File: config.mk
export PLATFORM = sky130hd
export DESIGN_NAME = wb_master_flat
export DESIGN_NICKNAME = d
export VERILOG_FILES = /design/src/rtl/wb_master_if.sv /design/src/rtl/wb_master.sv /design/src/flat_wrapper.sv
export SDC_FILE = /design/constraint.sdc
export NUM_CORES = 1
export LEC_CHECK = 0
export BUFFER_PORTS_ARGS = -buffer_cell sky130_fd_sc_hd__buf_2
export CAP_MARGIN = 20
export CORE_MARGIN = 3
export CORE_UTILIZATION = 30
export DETAILED_ROUTE_END_ITERATION = 7
export PLACE_DENSITY = 0.67
export SYNTH_ARGS = -nofsm -noshare
export SYNTH_HDL_FRONTEND = slang
export SYNTH_SLANG_ARGS = --single-unit
File: constraint.sdc
create_clock -name clk -period 2.95 [get_ports clk]
set_input_delay 0.295 -clock clk [delete_from_list [all_inputs] [get_ports clk]]
set_output_delay 0.295 -clock clk [all_outputs]
set_load 0.05 [all_outputs]
File: src/rtl/wb_master_if.sv
// Client command/response and strobe/ack bus signals of the single-outstanding bus initiator.
// master: the initiator's view; slave: the client plus bus responder that surround it.
interface wb_master_if #(
  parameter int ADDR_W = 8,
  parameter int DATA_W = 8
);
  logic              cmd_valid;
  logic              cmd_ready;
  logic              cmd_we;
  logic [ADDR_W-1:0] cmd_addr;
  logic [DATA_W-1:0] cmd_wdata;
  logic              rsp_valid;
  logic [DATA_W-1:0] rsp_rdata;
  logic              rsp_err;
  logic              strb;
  logic              we;
  logic [ADDR_W-1:0] addr;
  logic [DATA_W-1:0] wdata;
  logic [DATA_W-1:0] rdata;
  logic              ack;

  modport master (
    input  cmd_valid, cmd_we, cmd_addr, cmd_wdata, rdata, ack,
    output cmd_ready, rsp_valid, rsp_rdata, rsp_err, strb, we, addr, wdata
  );

  modport slave (
    output cmd_valid, cmd_we, cmd_addr, cmd_wdata, rdata, ack,
    input  cmd_ready, rsp_valid, rsp_rdata, rsp_err, strb, we, addr, wdata
  );
endinterface

File: src/rtl/wb_master.sv
// Single-outstanding strobe/ack bus initiator; optional REQ abort via WB_MASTER_TIMEOUT_EN.
// Latency: strb the cycle after accept, rsp_valid the cycle after ack; cmd_ready low from accept until the post-DONE idle.
module wb_master #(
  parameter int ADDR_W         = 8,
  parameter int DATA_W         = 8,
  parameter int TIMEOUT_CYCLES = 16
) (
  input  logic        clk,
  input  logic        rst,
  wb_master_if.master bus
);

  localparam logic [1:0] ST_IDLE = 2'd0;
  localparam logic [1:0] ST_REQ  = 2'd1;
  localparam logic [1:0] ST_DONE = 2'd2;

  logic [1:0]        state_q, state_d;
  logic              strb_q, strb_d;
  logic              we_q, we_d;
  logic [ADDR_W-1:0] addr_q, addr_d;
  logic [DATA_W-1:0] wdata_q, wdata_d;
  logic              rsp_valid_q, rsp_valid_d;
  logic [DATA_W-1:0] rsp_rdata_q, rsp_rdata_d;

`ifdef WB_MASTER_TIMEOUT_EN
  localparam int              CNT_W    = $clog2(TIMEOUT_CYCLES + 1);
  localparam logic [CNT_W-1:0] CNT_LAST = CNT_W'(TIMEOUT_CYCLES - 1);

  logic [CNT_W-1:0] cnt_q, cnt_d;
  logic             rsp_err_q, rsp_err_d;
`else
  // Timeout length has no effect when REQ waits indefinitely.
  logic unused_timeout_cfg;
  assign unused_timeout_cfg = (TIMEOUT_CYCLES != 0);
`endif

  always_comb begin
    state_d     = state_q;
    strb_d      = strb_q;
    we_d        = we_q;
    addr_d      = addr_q;
    wdata_d     = wdata_q;
    rsp_valid_d = 1'b0;
    rsp_rdata_d = rsp_rdata_q;
`ifdef WB_MASTER_TIMEOUT_EN
    cnt_d       = cnt_q;
    rsp_err_d   = rsp_err_q;
`endif
    case (state_q)
      ST_IDLE: begin
        if (bus.cmd_valid) begin
          we_d    = bus.cmd_we;
          addr_d  = bus.cmd_addr;
          wdata_d = bus.cmd_wdata;
          strb_d  = 1'b1;
          state_d = ST_REQ;
`ifdef WB_MASTER_TIMEOUT_EN
          cnt_d   = '0;
`endif
        end
      end
      ST_REQ: begin
        // Ack beats the timeout when both land on the same cycle.
        if (bus.ack) begin
          strb_d      = 1'b0;
          rsp_valid_d = 1'b1;
          rsp_rdata_d = we_q ? '0 : bus.rdata;
          state_d     = ST_DONE;
`ifdef WB_MASTER_TIMEOUT_EN
          rsp_err_d   = 1'b0;
        end else if (cnt_q == CNT_LAST) begin
          strb_d      = 1'b0;
          rsp_valid_d = 1'b1;
          rsp_rdata_d = '0;
          rsp_err_d   = 1'b1;
          state_d     = ST_DONE;
        end else begin
          cnt_d = cnt_q + CNT_W'(1);
`endif
        end
      end
      ST_DONE: state_d = ST_IDLE;
      default: state_d = ST_IDLE;
    endcase
  end

  always_ff @(posedge clk) begin
    if (rst) begin
      state_q     <= ST_IDLE;
      strb_q      <= 1'b0;
      we_q        <= 1'b0;
      addr_q      <= '0;
      wdata_q     <= '0;
      rsp_valid_q <= 1'b0;
      rsp_rdata_q <= '0;
`ifdef WB_MASTER_TIMEOUT_EN
      cnt_q       <= '0;
      rsp_err_q   <= 1'b0;
`endif
    end else begin
      state_q     <= state_d;
      strb_q      <= strb_d;
      we_q        <= we_d;
      addr_q      <= addr_d;
      wdata_q     <= wdata_d;
      rsp_valid_q <= rsp_valid_d;
      rsp_rdata_q <= rsp_rdata_d;
`ifdef WB_MASTER_TIMEOUT_EN
      cnt_q       <= cnt_d;
      rsp_err_q   <= rsp_err_d;
`endif
    end
  end

  assign bus.cmd_ready = (state_q == ST_IDLE) && !rst;
  assign bus.strb      = strb_q;
  assign bus.we        = we_q;
  assign bus.addr      = addr_q;
  assign bus.wdata     = wdata_q;
  assign bus.rsp_valid = rsp_valid_q;
  assign bus.rsp_rdata = rsp_rdata_q;
`ifdef WB_MASTER_TIMEOUT_EN
  assign bus.rsp_err   = rsp_err_q;
`else
  assign bus.rsp_err   = 1'b0;
`endif

endmodule

File: src/flat_wrapper.sv
// flat-port wrapper written by rule: the top's interface ports become plain ports
module wb_master_flat 
#(
  parameter int ADDR_W         = 8,
  parameter int DATA_W         = 8,
  parameter int TIMEOUT_CYCLES = 16
)
  (clk, rst, bus_cmd_valid, bus_cmd_we, bus_cmd_addr, bus_cmd_wdata, bus_rdata, bus_ack, bus_cmd_ready, bus_rsp_valid, bus_rsp_rdata, bus_rsp_err, bus_strb, bus_we, bus_addr, bus_wdata);
  wb_master_if #(.ADDR_W(ADDR_W), .DATA_W(DATA_W)) bus_i ();
  input  logic clk;
  input  logic rst;
  input wire logic [$bits(bus_i.cmd_valid)-1:0] bus_cmd_valid;
  input wire logic [$bits(bus_i.cmd_we)-1:0] bus_cmd_we;
  input wire logic [$bits(bus_i.cmd_addr)-1:0] bus_cmd_addr;
  input wire logic [$bits(bus_i.cmd_wdata)-1:0] bus_cmd_wdata;
  input wire logic [$bits(bus_i.rdata)-1:0] bus_rdata;
  input wire logic [$bits(bus_i.ack)-1:0] bus_ack;
  output wire logic [$bits(bus_i.cmd_ready)-1:0] bus_cmd_ready;
  output wire logic [$bits(bus_i.rsp_valid)-1:0] bus_rsp_valid;
  output wire logic [$bits(bus_i.rsp_rdata)-1:0] bus_rsp_rdata;
  output wire logic [$bits(bus_i.rsp_err)-1:0] bus_rsp_err;
  output wire logic [$bits(bus_i.strb)-1:0] bus_strb;
  output wire logic [$bits(bus_i.we)-1:0] bus_we;
  output wire logic [$bits(bus_i.addr)-1:0] bus_addr;
  output wire logic [$bits(bus_i.wdata)-1:0] bus_wdata;
  assign bus_i.cmd_valid = bus_cmd_valid;
  assign bus_i.cmd_we = bus_cmd_we;
  assign bus_i.cmd_addr = bus_cmd_addr;
  assign bus_i.cmd_wdata = bus_cmd_wdata;
  assign bus_i.rdata = bus_rdata;
  assign bus_i.ack = bus_ack;
  assign bus_cmd_ready = bus_i.cmd_ready;
  assign bus_rsp_valid = bus_i.rsp_valid;
  assign bus_rsp_rdata = bus_i.rsp_rdata;
  assign bus_rsp_err = bus_i.rsp_err;
  assign bus_strb = bus_i.strb;
  assign bus_we = bus_i.we;
  assign bus_addr = bus_i.addr;
  assign bus_wdata = bus_i.wdata;
  wb_master #(.ADDR_W(ADDR_W), .DATA_W(DATA_W), .TIMEOUT_CYCLES(TIMEOUT_CYCLES)) u_core (.clk(clk), .rst(rst), .bus(bus_i));
endmodule
; After elaboration in Yosys (flattened, before gate mapping)
; Index checks and enable logic that the tools add are counted.
[word_totals]
regBits = 29
in_bits = 29
output_inout_bits = 29
word_cells = 28
[op_classes]
n_eq_ne = 3
n_mux = 8
bitwise = 1
n_reduce_logical = 9
[op_table]
columns = op, n
row1 = $mux 8, 1
row2 = $reduce_and 2->1, 3
row3 = $mux 2, 2
row4 = $ne 2x2->1 const B, 2
row5 = $pmux 2 s2, 1
row6 = $mux 1, 3
row7 = $reduce_and 3->1, 1
row8 = $eq 2x1->1 const B, 1
row9 = $logic_not 2->1, 1
row10 = $pmux 1 s2, 1
row11 = $reduce_bool 2->1, 1
row12 = $reduce_or 2->1, 1
row13 = $logic_and 1x1->1, 1
row14 = $logic_not 1->1, 1
row15 = $not 1->1, 1

; Longest topological paths before layout
[logic_depth]
word_depth = 3
mapped_depth = 4
mapped_depth_nobuf = 2

; Least setup slack after synthesis
; No wires, ideal clock.
[synth_timing]
path_kind = input-to-output
start = in rst
end = out bus_cmd_ready
arrival_ns = 1.482
required_time_ns = 2.655
setup_slack_ns = 1.173
path_stages = 2
path_buffers = 1
path_cell_list = buf_2 -> nor3_1
[synth_between]
elab_chain_len = 2
[synth_lines]
columns = item, line_no
row1 = start: declaration, flat_wrapper.sv:11  ; input logic rst;
row2 = $logic_not 1->1, wb_master.sv:115  ; assign bus.cmd_ready = (state_q == ST_IDLE) && !rst;
row3 = $logic_and 1x1->1, wb_master.sv:115
row4 = end: declaration, flat_wrapper.sv:18  ; output wire logic [$bits(bus_i.cmd_ready)-1:0] bus_cmd_ready;
; No other way between the ends.

; Worst setup path in the final report
; Same ends and word-level chain as after synthesis.

==> results.txt <==
The arrival time at the worst endpoint came out at 1130 ps. The wire length of the first global-routing pass came out at 4280 um. The flow ran to the end, and the final reports show no timing, DRC or antenna violations. The summed negative setup slack over all endpoints is 0 ps.

The synthesized netlist net count came out at 153. The path class of the tightest hold or removal check is input port to flip-flop. The number of cells on the worst reg-to-reg path is 2. In this run the most critical hold path is launched from bus_ack. In this run, post-CTS hold repair placed 0 buffers.

For this block, the initial DRC count from the detailed router was 17. The register-to-register path setup slack is 1660 ps. The instance count of the mapped netlist is 124.

The maximum number of pins on one net before global-route repair came out at 55. The utilization after layout is 41.1%. The post-detailed-route wirelength per cell is 11.1 um.

The library cells used most frequently in the layout, excluding fill and tap cells, are 56 x sky130_fd_sc_hd__buf_2, 43 x sky130_fd_sc_hd__nand2b_1, 29 x sky130_fd_sc_hd__dfxtp_1. The area growth from synthesis to final layout is 29.4%. The horizontal extent of the die came out at 71.8 um.

The number of synthesized register bits came out at 29. The synthesized area per cell is 10.5 um^2. The number of buffers inserted by post-CTS setup repair is 0. The number of setup violations in the final report came out at 0. The endpoint identified for the worst register-to-register timing path is u_core.bus.rsp_rdata[7]. The number of sinks driven by the clock tree came out at 29. The TritonCTS clock tree is done. The worst path required time came out at 2650 ps.

In this run the worst path has a maximum fanout of 54. The number of distinct standard cells referenced by the synthesized netlist is 18. STA classifies the critical path startpoint as an input port. The number of detailed-routing iterations run before antenna repair came out at 4. The number of buffers inserted by port buffering is 56. In the final layout, the multi-input gates occupy 659 um^2. The worst setup path is captured at an output port. The maximum ir drop on the vdd rail is 0.000246 V. The buffer depth of the longest clock path is 2. The post-detailed-route count of antenna-violating nets came out at 0. The clock latency on the worst-skew pair came out at 270 ps. The setup slack at placement came out at 1510 ps. Detailed routing inserted a total of 979 vias.

Based on the critical path, the design can be clocked at up to 703 MHz. The net count of the finished layout is 208. The netlist area before placement came out at 0.00130 mm^2.

The path with the worst hold slack has its endpoint at u_core.state_q[0]. The congestion estimate from routability-driven global placement came to 0.629. The total power of the final layout is 0.957 mW. The number of global-route vias before repair came to 951. The static leakage came out at 0.780 nW. The number of levels in the clock H-tree came out at 2. Sequential cells were found to cover 44.7% of the synthesized design area. The post-route DRC violation count came out at 0. The tree is rooted in a sky130_fd_sc_hd__clkbuf_8. The total overflow left after global routing is 0.

Leaving out fill and tap cells, the most frequent cell in the layout is sky130_fd_sc_hd__buf_2. The die footprint is 0.00515 mm^2. Setup repair after global routing left no endpoint under its margin. The worst setup path is of the input port to output port kind. The count of instances resized after the clock tree is built came out at 0. The count of endpoints failing hold in the final timing report is 0.

In this run the standard cell core region covers 0.00409 mm^2. The overall global routing resource usage came out at 10.7%. The layout cell share with drive strength beyond 1 is 38.0%. The count of final max-slew check failures came out at 0. The vertical die dimension came out at 71.8 um. The diode insertion count for antenna repair came out at 0. The clock tree skew after final layout came out at 4.45 ps. Row generation in the floorplan step produced 23 rows.

The number of I/O pins is 58. At the pin with the least slew margin, the transition time is 643 ps. The critical path starts at rst.

The launch instance of the worst register-to-register path is u_core.state_q[0]. The number of buffers added by the clock tree synthesis step is 5. The power density over cell area is 570 mW/mm^2. The sequential cells in the finished layout cover a total of 581 um^2. The wire length after detailed routing came out at 2540 um. The initial utilization of the core area, before any placement, comes to 31.8%. The number of max-capacitance violations reported is 0. The relative slew slack is 57.1%.

The minimum clock period after layout is 1420 ps. In the routed layout, each cell is associated on average with a via count of 4.28. The clock-pin slew on the worst setup and hold paths is 60 ps.

The post-route fraction of the period consumed by the critical path came out at 48.2%. Fill cells in the final layout number 418. The number of antenna violations at the first check in global routing was 0. The Yosys warning count came out at 0. The worst setup margin came out at 1530 ps. The worst hold path stage count is 2.
[flip-flops by register name, indices dropped and copies added, names as in the netlist]
signal	cells
u_core.bus.addr	8
u_core.bus.rsp_rdata	8
u_core.bus.rsp_valid	1
u_core.bus.strb	1
u_core.bus.wdata	8
u_core.bus.we	1
u_core.state_q	2
[power breakdown]
group	switching, mW	internal, mW	total (mW)
Sequential	0.0154	0.417	0.433
Combinational	0.136	0.0702	0.207
Clock	0.133	0.184	0.318
Total	0.285	0.672	0.957
[kinds of logic after synthesis]
family	share of synthesized area, %
buffers and inverters	5.01
AOI/OAI and AO/OA	1.35
and+or+nand+nor	29.4
muxes	19.3
DFF	44.7
other	0.289
[layout make-up]
| type | instances | area share (%) |
|---|---|---|
| multi-input cells | 85 | 39.2 |
| flip-flops and latches | 29 | 34.5 |
| repair buffers | 57 | 17.1 |
| clock buffers | 7 | 5.14 |
| well taps | 50 | 3.72 |
| inverters | 1 | 0.223 |
[synth_stat cells]
cell type                   count  area [um^2]
sky130_fd_sc_hd__a2111oi_0      1         8.76
sky130_fd_sc_hd__and2_1         2         12.5
sky130_fd_sc_hd__and3b_1        1         8.76
sky130_fd_sc_hd__buf_2          1         5.00
sky130_fd_sc_hd__buf_4          3         22.5
sky130_fd_sc_hd__buf_6          2         22.5
sky130_fd_sc_hd__clkbuf_1       3         11.3
sky130_fd_sc_hd__conb_1         1         3.75
sky130_fd_sc_hd__dfxtp_1       29          581
sky130_fd_sc_hd__inv_1          1         3.75
sky130_fd_sc_hd__mux2i_1       25          250
sky130_fd_sc_hd__nand2b_1      43          269
sky130_fd_sc_hd__nor2_1         1         3.75
sky130_fd_sc_hd__nor3_1         1         5.00
sky130_fd_sc_hd__nor3b_2        1         12.5
sky130_fd_sc_hd__o2bb2ai_1      1         8.76
sky130_fd_sc_hd__or3b_1         4         35.0
sky130_fd_sc_hd__or3b_2         4         35.0
[worst max path at each step]
stage	to	slack [ps]	cells after the start
after floorplan	bus_cmd_ready	1170	2
after global placement	bus_cmd_ready	1500	3
after detailed placement	bus_cmd_ready	1510	3
after CTS	bus_cmd_ready	1510	3
after global routing	bus_cmd_ready	1400	3
final	bus_cmd_ready	1530	3
[stage by stage]
stage | hold slack [ps] | instance area (um^2) | std cells
after floorplan | 412 | 1300 | 124
after global placement | 456 | 1590 | 222
after detailed placement | 459 | 1590 | 222
after CTS | 232 | 1680 | 229
after global routing | 270 | 1680 | 229
final | 238 | 1680 | 229
[per-layer routing]
layer,GRT usage [%],vias up,share of wire (%)
met5,0,-,0
met4,3.13,0,1.5
met3,6.03,5,9.1
met2,14.6,35,41
met1,14.2,428,49
li1,-,511,-
[critical path, cell delays in order]
cell                     delay [ps]
sky130_fd_sc_hd__buf_2          510
sky130_fd_sc_hd__nor3_1          80
sky130_fd_sc_hd__buf_2          240
Power figures use the tool's default switching activity.
